**src/rtl/serial_add_pkg.sv**
```systemverilog
// Shared types and constants for the bit-serial add controller.
//   state_t    : controller FSM states
//   cnt_width  : width of a counter that can hold 0..w
//   REQ0/REQ1  : requester identifiers as carried on rsp_id
package serial_add_pkg;

  typedef enum logic [1:0] {
    IDLE,
    ADD,
    RESP
  } state_t;

  localparam logic REQ0 = 1'b0;
  localparam logic REQ1 = 1'b1;

  function automatic int unsigned cnt_width(input int unsigned w);
    return $clog2(w + 1);
  endfunction

endpackage

```
**src/rtl/serial_add_ctrl_fa_bit.sv**
```systemverilog
// One-bit full-adder cell; the single adder resource shared by both requesters.
//   a, b, cin : addend bits and carry in
//   s, cout   : sum bit and carry out
module fa_bit (
  input  logic a,
  input  logic b,
  input  logic cin,
  output logic s,
  output logic cout
);

  always_comb begin
    s    = a ^ b ^ cin;
    cout = (a & b) | (a & cin) | (b & cin);
  end

endmodule

```
**src/rtl/serial_add_ctrl.sv**
```systemverilog
// Two-requester front end for a bit-serial adder. Jobs are accepted through
// per-requester valid/ready, arbitrated round-robin, added LSB-first through
// one fa_bit cell at one bit per cycle, and returned on a response handshake.
//   clk, rst                     : clock, synchronous active-high reset
//   reqN_valid/ready             : job handshake for requester N (N = 0, 1)
//   reqN_a, reqN_b, reqN_cin     : job operands, sampled only on accept
//   rsp_valid/ready              : result handshake
//   rsp_sum, rsp_cout, rsp_id    : a+b+cin (low WIDTH bits), carry out, issuer
module serial_add_ctrl
  import serial_add_pkg::*;
#(
  parameter int unsigned WIDTH = 8
) (
  input  logic             clk,
  input  logic             rst,
  input  logic             req0_valid,
  output logic             req0_ready,
  input  logic [WIDTH-1:0] req0_a,
  input  logic [WIDTH-1:0] req0_b,
  input  logic             req0_cin,
  input  logic             req1_valid,
  output logic             req1_ready,
  input  logic [WIDTH-1:0] req1_a,
  input  logic [WIDTH-1:0] req1_b,
  input  logic             req1_cin,
  output logic             rsp_valid,
  input  logic             rsp_ready,
  output logic [WIDTH-1:0] rsp_sum,
  output logic             rsp_cout,
  output logic             rsp_id
);

  localparam int unsigned CW = cnt_width(WIDTH);

  state_t           state;
  logic             last_grant;
  logic [WIDTH-1:0] a_sh;
  logic [WIDTH-1:0] b_sh;
  logic             carry;
  logic [CW-1:0]    count;
  logic             id;

  logic             grant0;
  logic             grant1;
  logic             fa_s;
  logic             fa_c;

  // On a tie the requester that was not served last wins.
  always_comb begin
    grant0     = req0_valid & (~req1_valid | (last_grant == REQ1));
    grant1     = req1_valid & ~grant0;
    req0_ready = (state == IDLE) & grant0 & ~rst;
    req1_ready = (state == IDLE) & grant1 & ~rst;
  end

  fa_bit u_fa (
    .a    (a_sh[0]),
    .b    (b_sh[0]),
    .cin  (carry),
    .s    (fa_s),
    .cout (fa_c)
  );

  // rsp_sum doubles as the sum shift register; it is only observable while
  // rsp_valid is high, by which point all WIDTH bits have been shifted in.
  always_ff @(posedge clk) begin
    if (rst) begin
      state      <= IDLE;
      last_grant <= REQ1;
      a_sh       <= '0;
      b_sh       <= '0;
      carry      <= 1'b0;
      count      <= '0;
      id         <= REQ0;
      rsp_valid  <= 1'b0;
      rsp_sum    <= '0;
      rsp_cout   <= 1'b0;
      rsp_id     <= REQ0;
    end else begin
      case (state)
        IDLE: begin
          if (grant0) begin
            a_sh       <= req0_a;
            b_sh       <= req0_b;
            carry      <= req0_cin;
            id         <= REQ0;
            last_grant <= REQ0;
            count      <= '0;
            state      <= ADD;
          end else if (grant1) begin
            a_sh       <= req1_a;
            b_sh       <= req1_b;
            carry      <= req1_cin;
            id         <= REQ1;
            last_grant <= REQ1;
            count      <= '0;
            state      <= ADD;
          end
        end
        ADD: begin
          a_sh    <= a_sh >> 1;
          b_sh    <= b_sh >> 1;
          rsp_sum <= {fa_s, rsp_sum[WIDTH-1:1]};
          carry   <= fa_c;
          count   <= count + CW'(1);
          if (count == CW'(WIDTH - 1)) begin
            rsp_cout  <= fa_c;
            rsp_id    <= id;
            rsp_valid <= 1'b1;
            state     <= RESP;
          end
        end
        RESP: begin
          if (rsp_ready) begin
            rsp_valid <= 1'b0;
            state     <= IDLE;
          end
        end
        default: state <= IDLE;
      endcase
    end
  end

endmodule

```
**config.mk**
```make
export PLATFORM = sky130hd
export DESIGN_NAME = serial_add_ctrl
export DESIGN_NICKNAME = d
export VERILOG_FILES = /design/src/rtl/serial_add_pkg.sv /design/src/rtl/serial_add_ctrl_fa_bit.sv /design/src/rtl/serial_add_ctrl.sv
export SDC_FILE = /design/constraint.sdc
export NUM_CORES = 1
export LEC_CHECK = 0
export BUFFER_PORTS_ARGS = -buffer_cell sky130_fd_sc_hd__buf_2
export CORE_MARGIN = 2
export CORE_UTILIZATION = 35
export CTS_CLUSTER_DIAMETER = 150
export DETAILED_ROUTE_END_ITERATION = 12
export GPL_ROUTABILITY_DRIVEN = 0
export HOLD_SLACK_MARGIN = 0.02
export MAX_ROUTING_LAYER = met4
export SLEW_MARGIN = 20
export SYNTH_ARGS = -nofsm -noshare
export SYNTH_HDL_FRONTEND = slang
export SYNTH_SLANG_ARGS = --single-unit
```
**constraint.sdc**
```tcl
create_clock -name clk -period 3.1 [get_ports clk]
set_input_delay 0.31 -clock clk [delete_from_list [all_inputs] [get_ports clk]]
set_output_delay 0.31 -clock clk [all_outputs]
set_load 0.005 [all_outputs]
```
==> results_dict.tcl <==
set metrics [dict create \
    io-pin-count 52 \
    htree_num_levels 2 \
    clk_pin_slew_ns 0.06 \
    setup_viol 0 \
    drv_cap 0 \
    cp-start-kind "flip-flop" \
    yosysUniqueCellTypes 37 \
    antenna_found_initial 0 \
    hp-start "req0_b[7]" \
    start_util_pct 36.1 \
    netlist.area_leader.share_pct 39.4 \
    clkSinkCount 36 \
    r2r_start "state[1]" \
    clock_latency_ns 0.28 \
    dieWidth_um 76.3 \
    critical_path.startpoint "state[1]" \
    final_nets 289 \
    post_cts_buffers 0 \
    ys_top_cells_by_area "dfxtp_1, mux2i_1, nor2_1" \
    syn_area_mm2 0.00183 \
    synth-seq-cells 36 \
    tightest_slew_ns 0.488 \
    fin_crit_sh_pct 55.6 \
    drc_errors 0 \
    portBuffers 51 \
    synth_edf_count 0 \
    worst_path_largest_cell_delay_ns 0.63 \
    hold_ws_ns 0.297 \
    grt_usage_pct 14.0 \
    synth_warnings 0 \
    cts_root_buf "clkbuf_8" \
    core-area_mm2 0.00507 \
    fin_crit_ns 1.72 \
    end_kind "output pin" \
    cts_made_buffers 5 \
    hold_depth 3 \
    grt_pass1_wl_um 6420 \
    wl_per_cell_um 11.8 \
    synth-main-ff-cell "dfxtp_1" \
    hold_end "b_sh[7]" \
    syn-num-nets 242 \
    finalHoldViolCount 0 \
    vdd.ir_drop.worst_v 0.000169 \
    cp.arrival_ns 1.41 \
    synth_area_per_cell_um2 9.11 \
    status "finished, final reports clean" \
    die_h_um 76.3 \
    critical_path_class "flip-flop to output pin" \
    drt_wl_total_um 3730 \
    ctsResizeCount 0 \
    drive_above_1_share_pct 30.1 \
    cpMaxStageDelayCell "dfxtp_1" \
    crit_chain "nor3_1 -> and3_2 -> buf_2" \
    grt_remaining_overflow 0 \
    slew_headroom_pct 67.4 \
    drt_pre_antenna_iters 6 \
    post-dp-hpwl_um 2610 \
    tritoncts "yes" \
    syn2layout_area_growth_pct 18.0 \
    async_flop_share_pct 0 \
    clockBufferDepth 2 \
    grt_max_degree 32 \
    fmax_mhz 580 \
    fin_worst_skew_ns 0.00314 \
    ys_seq_area_share_pct 39.4 \
    antenna_left 0 \
    p_leak_uw 0.000979 \
    synth.largest_area_cell "dfxtp_1" \
    critPathMaxFanout 14 \
    cts_hold_buf 0 \
    rrSetupSlack_ns 1.45 \
    die_area_mm2 0.00582 \
    rsz0062_at_grt "no" \
    p_per_area_mw_per_mm2 442 \
    cp_data_required_time_ns 2.79 \
    via_per_inst 4.75 \
    yosys-top-cells-count "dfxtp_1, nor2_1, mux2i_1" \
    core.rowCount 26 \
    reg2reg_depth 5 \
    grt_pass1_vias 1432 \
    num_antenna_cells 0 \
    hp-class "input port to flip-flop" \
    setup_tns_ns 0 \
    slew_viol_final 0 \
    reg2reg_to "b_sh[5]" \
    vias 1501 \
    initialDrtViolationCount 116 \
    synthCells 201 \
]
flip-flops by register name, summed over array words and instances (netlist names):
| signal | cells |
|---|---|
| rsp_valid | 1 |
| a_sh | 8 |
| id | 1 |
| last_grant | 1 |
| rsp_id | 1 |
| rsp_sum | 8 |
| b_sh | 8 |
| carry | 1 |
| state | 2 |
| rsp_cout | 1 |
| count | 4 |
worst max path at each step:
stage / end / slack, ns
6_report: req1_ready / 1.38
2_1_floorplan: a_sh[0] / 1.77
3_5_place_dp: b_sh[5] / 1.46
3_3_place_gp: b_sh[5] / 1.48
4_1_cts: req1_ready / 1.37
5_1_grt: req1_ready / 1.27
cells in the final DEF (no fill, tap or decap):
| master | count |
|---|---|
| nand3b_1 | 1 |
| a32o_2 | 6 |
| mux2i_1 | 18 |
| buf_2 | 51 |
| and2_1 | 1 |
| o2bb2ai_1 | 3 |
| fa_1 | 1 |
| nor3b_1 | 2 |
| nand2_8 | 1 |
| a21oi_1 | 12 |
| nor2_8 | 1 |
| o21ai_0 | 5 |
| a311oi_1 | 1 |
| and3_1 | 2 |
| nor3_1 | 2 |
| nand2b_4 | 1 |
| nor2b_2 | 1 |
| nor2_2 | 2 |
| a21boi_1 | 1 |
| nor2b_1 | 2 |
| nand2_1 | 17 |
| dfxtp_1 | 36 |
| or4_1 | 1 |
| a32o_1 | 8 |
| clkbuf_8 | 5 |
| nand3_1 | 1 |
| nand2b_1 | 16 |
| nand4b_1 | 1 |
| buf_4 | 3 |
| nor3_2 | 2 |
| a31oi_1 | 1 |
| and3_2 | 1 |
| ha_1 | 1 |
| nor2_1 | 36 |
| o21bai_1 | 1 |
| xnor2_1 | 2 |
stage by stage:
| step | util (%) | std cells | total power (uW) | area [um2] | worst slack, ns |
|---|---|---|---|---|---|
| after floorplan | - | 201 | 632 | 1830 | 1.77 |
| after global routing | 42.6 | 316 | 1010 | 2160 | 1.27 |
| final | 42.6 | 316 | 955 | 2160 | 1.38 |
| after global placement | 41.2 | 311 | 674 | 2090 | 1.48 |
| after detailed placement | 41.2 | 311 | 677 | 2090 | 1.46 |
| after CTS | 42.6 | 316 | 971 | 2160 | 1.37 |
routing by layer:
| metal | GRT usage, % | wire length [um] |
|---|---|---|
| met5 | - | 0 |
| met4 | 4.91 | 46 |
| met3 | 4.03 | 215 |
| met2 | 22.1 | 1700 |
| met1 | 17.1 | 1770 |
cell type report:
cell class | count | area (um2)
fill | 513 | 2910
multi-input combinational | 151 | 1010
sequential | 36 | 721
timing repair buffer | 54 | 278
tap | 70 | 87.6
clock buffer | 5 | 68.8
cell families (layout without fill, tap and decap cells):
family	after synthesis	after routing	share of synthesized area, %
and+or+nand+nor	91	91	26.5
AOI/OAI and AO/OA	38	38	15.8
DFF	36	36	39.4
muxes	18	18	9.84
buffers and inverters	14	59	5.81
adders and majority gates	2	2	1.78
xor gates and xnor gates	2	2	0.957
critical path: cells and delay by family, from the launching register on:
family / cells / cell delay (ns)
buffers and inverters: 1 / 0.12
and+or+nand+nor: 2 / 0.39
DFF: 1 / 0.63
where the power goes:
part / internal (uW) / leakage, uW / switching (uW) / total (uW)
clock: 145 / 0.0000359 / 146 / 291
sequential: 490 / 0.000295 / 14.9 / 505
combinational: 79.6 / 0.000648 / 79.5 / 159
(Power assumes the default switching activity.)
